### config.mk
export PLATFORM = sky130hd
export DESIGN_NAME = fetch_unit
export DESIGN_NICKNAME = d
export VERILOG_FILES = /design/src/rtl/fetch_unit.sv
export SDC_FILE = /design/constraint.sdc
export NUM_CORES = 1
export LEC_CHECK = 0
export ABC_AREA = 1
export CORE_MARGIN = 2
export CORE_UTILIZATION = 23
export CTS_BUF_LIST = sky130_fd_sc_hd__clkbuf_2 sky130_fd_sc_hd__clkbuf_4 sky130_fd_sc_hd__clkbuf_8
export DETAILED_ROUTE_END_ITERATION = 10
export MAX_ROUTING_LAYER = met4
export PLACE_DENSITY = 0.51
export SLEW_MARGIN = 20
export SYNTH_ARGS = -nofsm -noshare
export SYNTH_HDL_FRONTEND = slang
export SYNTH_SLANG_ARGS = --single-unit
### constraint.sdc
create_clock -name clk -period 3.95 [get_ports clk]
set_clock_uncertainty 0.2 [all_clocks]
set_input_delay 0.395 -clock clk [delete_from_list [all_inputs] [get_ports clk]]
set_output_delay 0.395 -clock clk [all_outputs]
set_load 0.005 [all_outputs]
### src/rtl/fetch_unit.sv
// Instruction-fetch front end: owns the PC, drives instruction_mem, and buffers
// returned instructions in a 2-entry FIFO toward decode with branch-redirect flush.

module fetch_unit #(
    parameter int                ADDR_W   = 64,
    parameter int                INSTR_W  = 32,
    parameter logic [ADDR_W-1:0] RESET_PC = {ADDR_W{1'b0}},
    parameter int                PC_STEP  = 4
) (
    input  logic               clk,
    input  logic               reset_n,
    output logic [ADDR_W-1:0]  imem_address,
    input  logic [INSTR_W-1:0] imem_instruction,
    input  logic               branch_valid,
    input  logic [ADDR_W-1:0]  branch_target,
    output logic               if_valid,
    input  logic               if_ready,
    output logic [INSTR_W-1:0] if_instruction,
    output logic [ADDR_W-1:0]  if_pc
);

    logic [ADDR_W-1:0]  pc_r;
    logic               inflight_r;
    logic [ADDR_W-1:0]  inflight_pc_r;
    logic [ADDR_W-1:0]  fifo_pc_r    [2];
    logic [INSTR_W-1:0] fifo_instr_r [2];
    logic               rd_ptr_r;
    logic [1:0]         count_r;

    logic               pop_s;
    logic               push_s;
    logic               issue_s;
    logic [2:0]         occ_s;
    logic               wr_idx_s;
    logic [1:0]         count_nxt_s;

    // Handshake, issue throttle and FIFO write slot.
    always_comb begin
        pop_s    = (count_r != 2'd0) && if_ready;
        push_s   = inflight_r && !branch_valid;
        // Occupancy after this cycle's pop; never let buffered plus in-flight exceed 2.
        occ_s    = {1'b0, count_r} + {2'b00, inflight_r} - {2'b00, pop_s};
        issue_s  = !branch_valid && (occ_s <= 3'd1);
        wr_idx_s = rd_ptr_r ^ count_r[0];
        case ({push_s, pop_s})
            2'b10:   count_nxt_s = count_r + 2'd1;
            2'b01:   count_nxt_s = count_r - 2'd1;
            default: count_nxt_s = count_r;
        endcase
    end

    // PC, in-flight tracking and buffer occupancy; a branch overrides everything.
    always_ff @(posedge clk or negedge reset_n) begin
        if (!reset_n) begin
            pc_r          <= RESET_PC;
            inflight_r    <= 1'b0;
            inflight_pc_r <= {ADDR_W{1'b0}};
            rd_ptr_r      <= 1'b0;
            count_r       <= 2'd0;
        end else if (branch_valid) begin
            pc_r       <= branch_target;
            inflight_r <= 1'b0;
            rd_ptr_r   <= 1'b0;
            count_r    <= 2'd0;
        end else begin
            if (issue_s) begin
                inflight_r    <= 1'b1;
                inflight_pc_r <= pc_r;
                pc_r          <= pc_r + ADDR_W'(PC_STEP);
            end else begin
                inflight_r <= 1'b0;
            end
            if (pop_s) begin
                rd_ptr_r <= ~rd_ptr_r;
            end
            count_r <= count_nxt_s;
        end
    end

    // Buffer storage; a full buffer popped and pushed together reuses the head slot.
    always_ff @(posedge clk or negedge reset_n) begin
        if (!reset_n) begin
            for (int i = 0; i < 2; i++) begin
                fifo_pc_r[i]    <= {ADDR_W{1'b0}};
                fifo_instr_r[i] <= {INSTR_W{1'b0}};
            end
        end else if (push_s) begin
            fifo_pc_r[wr_idx_s]    <= inflight_pc_r;
            fifo_instr_r[wr_idx_s] <= imem_instruction;
        end
    end

    // Head is masked when empty so flushed entries never leak onto the outputs.
    always_comb begin
        imem_address = pc_r;
        if_valid     = (count_r != 2'd0);
        if (count_r != 2'd0) begin
            if_instruction = fifo_instr_r[rd_ptr_r];
            if_pc          = fifo_pc_r[rd_ptr_r];
        end else begin
            if_instruction = {INSTR_W{1'b0}};
            if_pc          = {ADDR_W{1'b0}};
        end
    end

    fetch_unit_checker u_checker (
        .clk          (clk),
        .reset_n      (reset_n),
        .count        (count_r),
        .push         (push_s),
        .pop          (pop_s),
        .issue        (issue_s),
        .inflight     (inflight_r),
        .branch_valid (branch_valid)
    );

endmodule

// Simulation-time invariants of the fetch buffer.
module fetch_unit_checker (
    input logic       clk,
    input logic       reset_n,
    input logic [1:0] count,
    input logic       push,
    input logic       pop,
    input logic       issue,
    input logic       inflight,
    input logic       branch_valid
);

    a_no_overflow: assert property (@(posedge clk) disable iff (!reset_n)
        !((count == 2'd2) && push && !pop));

    a_count_range: assert property (@(posedge clk) disable iff (!reset_n)
        count != 2'd3);

    a_branch_blocks_issue: assert property (@(posedge clk) disable iff (!reset_n)
        !(issue && branch_valid));

    a_occupancy: assert property (@(posedge clk) disable iff (!reset_n)
        ({1'b0, count} + {2'b00, inflight}) <= 3'd2);

endmodule
# After elaboration in Yosys (flattened, before gate mapping)
# Cells that the tools add are included.
# totals
out_inout_bits	161
elab_cells	57
in_bits	100
reg_bits	324
# op_classes
n_eq_ne	2
addsub	5
reduce_logical	10
muxes	22
magnitude_cmp	4
bitwise	5
# ops
operator	n
two-way mux 64 bit	7
two-way mux 32 bit	5
bitwise mux 128 bit	1
adder 64 x 3 -> 64 bit (second input constant)	1
bitwise mux 64 bit	1
demux 64 bit (select 1 bit)	1
demux 32 bit (select 1 bit)	1
nonzero test 2 bit	3
greater-or-equal comparator 2 bit (second input constant)	2
logical AND 1 bit	4
two-way mux 1 bit	4
NOT 1 -> 2 bit	2
case mux 2 bit (2 select lines)	1
adder 2 x 1 -> 3 bit	1
less-or-equal comparator 3 x 1 -> 1 bit (second input constant)	1
nonzero test 3 bit	1
subtractor 3 x 1 -> 3 bit	1
adder 2 x 1 -> 2 bit (second input constant)	1
== test 2 x 1 -> 1 bit (second input constant)	1
== test 2 bit (second input constant)	1
< comparator 2 x 1 -> 1 bit (second input constant)	1
two-way mux 2 bit	1
NOT 1 bit	2
AND reduction 2 bit	1
other kinds (3)	3

# Longest topological paths before layout
# logic_depth
depth_word	7
mapped_depth	16
depth_no_buf	15

# Least setup slack after synthesis
# Ideal clock, no wire load.
# synth_timing
kind	register to register
startpoint	reg count_r[0]
endpoint	reg pc_r[38] (netlist: imem_address[38])
setup_ps	128
setup_slack_ps	1147
t_arrival_ps	2475
path_stages_with_launch	14
required_ps	3622
synth_period_minus_slack_ps	2803
n_path_buf	1
cell_sequence	dfrtp_1 > nor2_2 > nor2_1 > ha_1 > inv_1 > ha_1 > inv_1 > fa_1 > a21boi_2 > nand2_1 > nand2_2 > clkbuf_1 > o21ai_0 > nand3b_1
# synth_via
elab_chain_len	6
word_cells_on_any_way	7
classes_between	add/sub: 2; order compare: 1; reduce/logical: 4
# synth_rtl
item	line	text
from (decl)	28	logic [1:0] count_r;
from (signal assigned)	76	count_r <= count_nxt_s;
parallel branches: the longest is 2 deep, another holds adder 2 x 1 -> 3 bit	-	
subtractor 3 x 1 -> 3 bit *	42	occ_s = {1'b0, count_r} + {2'b00, inflight_r} - {2'b00, pop_s};
less-or-equal comparator 3 x 1 -> 1 bit *	43	issue_s = !branch_valid && (occ_s <= 3'd1);
logical AND 1 bit *	43	
nonzero test 2 bit (no source line) *	-	
to (signal assigned)	61	pc_r <= branch_target;
to (signal assigned)	69	pc_r <= pc_r + ADDR_W'(PC_STEP);
to (decl)	22	logic [ADDR_W-1:0] pc_r;
# Every way passes the cells marked *.
# A chain may end at the register's enable or synchronous reset.

# Worst setup path after layout
# layout_timing
startpoint	reg count_r[1]
endpoint	out if_pc[25]
# layout_via
elab_chain_len	2
# layout_rtl
item	line	text
nonzero test 2 bit	97	if (count_r != 2'd0) begin
two-way mux 64 bit	97	
to (decl)	19	output logic [ADDR_W-1:0] if_pc
# Every way passes these cells.

==> results.md <==
* Status: finished clean
* Hold WC Path Type: primary input to asynchronous set/reset pin
* # IOs at approximately 260
* Async SR Flop Fraction at 1.00
* WL final at between 50,000 and 60,000 microns
* Cts bufs inserted at 58
* Layout cell share with drive strength beyond 1 at 0.0781
* Buf/Inv on CP at 3
* Clock power frac at 0.218
* Clock Path Buffers at 3
* Sequential power share at 0.367
* Sw frac at 0.404
* Worst Slack Setup Final at 0.301 ns
* Area grow syn2layout at 30.8%
* Worst skew pair latency at 0.66 ns
* Fin crit period at roughly 3.6 ns
* Mapped Area at 15,900 sq um
* Die Ht at 267 microns
* Synth Area in Adders at 0.00363
* Routed len/inst at 17.8 microns
* Reg clk slew, reported paths at roughly 0.050 ns
* DP HPWL at 39,900 microns
* Post-Synth XOR/XNOR Area at 0.00497
* Startpoint class of the critical path: register
* CP top delay family: buffers and inverters
* Die width at 267 microns
* Yosys warnings at 0
* Area leader, netlist: dfrtp_1
* Worst Path Max Fanout at 58
* Critical Path End Type: primary output
* Final nets at ~2,400
* FF+latch count, synth at 324
* Netlist cell types at 36
* DRT antenna net count at 0
* Post-Synth Simple-Gate Area at 0.257
* Final Hold Viols at 0
* Vias at 14,420
* Share of the synthesized area in the top cell type at 0.511
* Max-cap check violation count at 0
* DR vias/cell at 4.47
* Largest net degree at the start of global routing at 155
* PD cells at between 700 and 800 nW/um^2
* Crit-path max cell delay at 0.60 ns
* WS Path Type: register to primary output
* Worst-Margin Slew at 0.740 ns
* Combinational share of power at 0.414
* H-Tree Level Count at 2
* Die footprint at 71,100 sq um
* Sw Pwr at 6610 uW
* Syn nets at ~2,200
* Worst hold margin at roughly 0.073 ns
* Fmax at 274 MHz
* Most numerous cell in the Yosys netlist: nand2_1
* Worst EP required at between 3 and 4 ns
* DRT Pass-1 Iters at 5
* Final Max Slew Viols at 0
* Root buf cell: clkbuf_8
* Largest family of logic cells by synthesized area: simple AND/OR/NAND/NOR gates
* TNS Setup at 0 ns
* Post-synthesis mux area share at 0
* Core area at ~70,000 sq um
* Mean Syn Cell Area at 7.71 sq um
* DR iter-0 viols at 945
* CTS Sinks at 324
* Vias in the first global route at 14,435
* Initial antenna violation count at 1
* Peak VDD IR at roughly 0.00052 V
* EDFF count, synth at 0
* Total track usage at 0.165
* Critical Path, Cell by Cell: nor2_4 > buf_6 > buf_4 > a21oi_1 > clkdlybuf4s50_1
* Sequential-to-total area share from yosys stat at 0.511
* Crit path DAT at 3.05 ns
* Synth cell count leaders: nand2_1 (653), dfrtp_1 (324), inv_1 (201)
* Post-CTS Setup Repair Bufs at 0
* Synth Flop Type: dfrtp_1
* CTS tree: done
* Initial core utilization at 0.232
* Row Count at 96
* RSZ-0062 raised after global routing: false
* First-pass GRT wire length at 87,800 microns
* Top cells by area, synth: dfrtp_1 (51%), nand2_1 (15%), o21ai_0 (5.9%)
* Internal at 9760 uW
* Grt ovf at 0
* Endpoints failing setup at 0
* Pre-CTS setup slack at about 0.31 ns
* Slowest CP cell: clkdlybuf4s50_1
* Post-Syn Instances at 2,056
* Lkg Pwr at 0.00932 uW
* Detailed-route DRC error count at 0
* Fin crit share at 0.924
* GPL Wtd Cong at about 0.86
* Area fraction in compound gates after synthesis at 0.141
* Slew HR at 0.507
* PortBufs at 260
## layout make-up
class                   count  area, sq um
well taps                 882         1100
flip-flops and latches    324         8110
clock inverters            12          146
multi-input cells        1421         6470
fillers                  7349        47700
clock buffers              94         1180
repair buffers            287         2950
diodes                      1         2.50
inverters                 205          771
## cells by family after synthesis
kind of cell,after synthesis
simple gates,977
compound gates,431
fa+ha+maj,4
flops,324
buf+inv,311
xor+xnor,9
## stage by stage
step,area (sq um),std cells,power [uW],util
CTS,20700,3225,16600,0.303
finish,20700,3226,16400,0.303
floorplan,15900,2056,9460,-
detailed placement,19400,3117,12900,0.283
global placement,19400,3117,12700,0.283
global route,20700,3226,17700,0.303
## cell usage in the layout, fill, tap and decap left out, types with 18 or more instances in the layout
master,n
clkdlybuf4s50_1,258
nor2_1,166
nand3_1,70
inv_1,201
dfrtp_1,323
nand4_1,30
a21oi_1,135
clkbuf_8,76
o21ai_1,81
clkbuf_4,18
o21ai_0,187
nand2_1,652
## power by group through the flow
stage | Combinational [uW] | Sequential (uW) | Clock (uW)
6_report | 6780 | 6010 | 3580
3_3_place_gp | 6730 | 6010 | 0
3_5_place_dp | 6870 | 6050 | 0
5_1_grt | 7660 | 6220 | 3840
2_1_floorplan | 3780 | 5680 | 0
4_1_cts | 6900 | 6010 | 3710
## final timing paths
path	slack [ns]	end	depth (start not counted)	start
setup / recovery	0.30	if_pc[25]	5	count_r[1]
hold / removal	0.07	fifo_instr_r[32]	2	reset_n
setup reg to reg	0.66	imem_address[53]	13	count_r[1]
hold reg to reg	0.28	fifo_instr_r[31]	2	fifo_instr_r[31]
max in group asynchronous	2.25	fifo_instr_r[46]	3	reset_n
min in group clk	0.11	fifo_instr_r[25]	3	imem_instruction[25]
## repair_timing
| action | in CTS | in global routing |
|---|---|---|
| endpoints found under the setup margin | 3 | 0 |
| endpoints found under the hold margin | 81 | 0 |
| hold buffers | 2 | 0 |
| resized for setup | 1 | 0 |
## sequential cells by signal (all words and copies together) (netlist names)
| name | count |
|---|---|
| fifo_pc_r | 128 |
| imem_address | 64 |
| count_r | 2 |
| inflight_pc_r | 64 |
| rd_ptr_r | 1 |
| fifo_instr_r | 64 |
| inflight_r | 1 |
## metal layers
layer  up-vias  part of all wire  track usage
met4         0             0.021       0.0413
met2       381              0.45        0.253
li1       7036                 -            -
met5         -                 0            -
met1      6924              0.48        0.227
met3        79             0.050       0.0263
No activity file was read; power rests on OpenSTA's default activity.
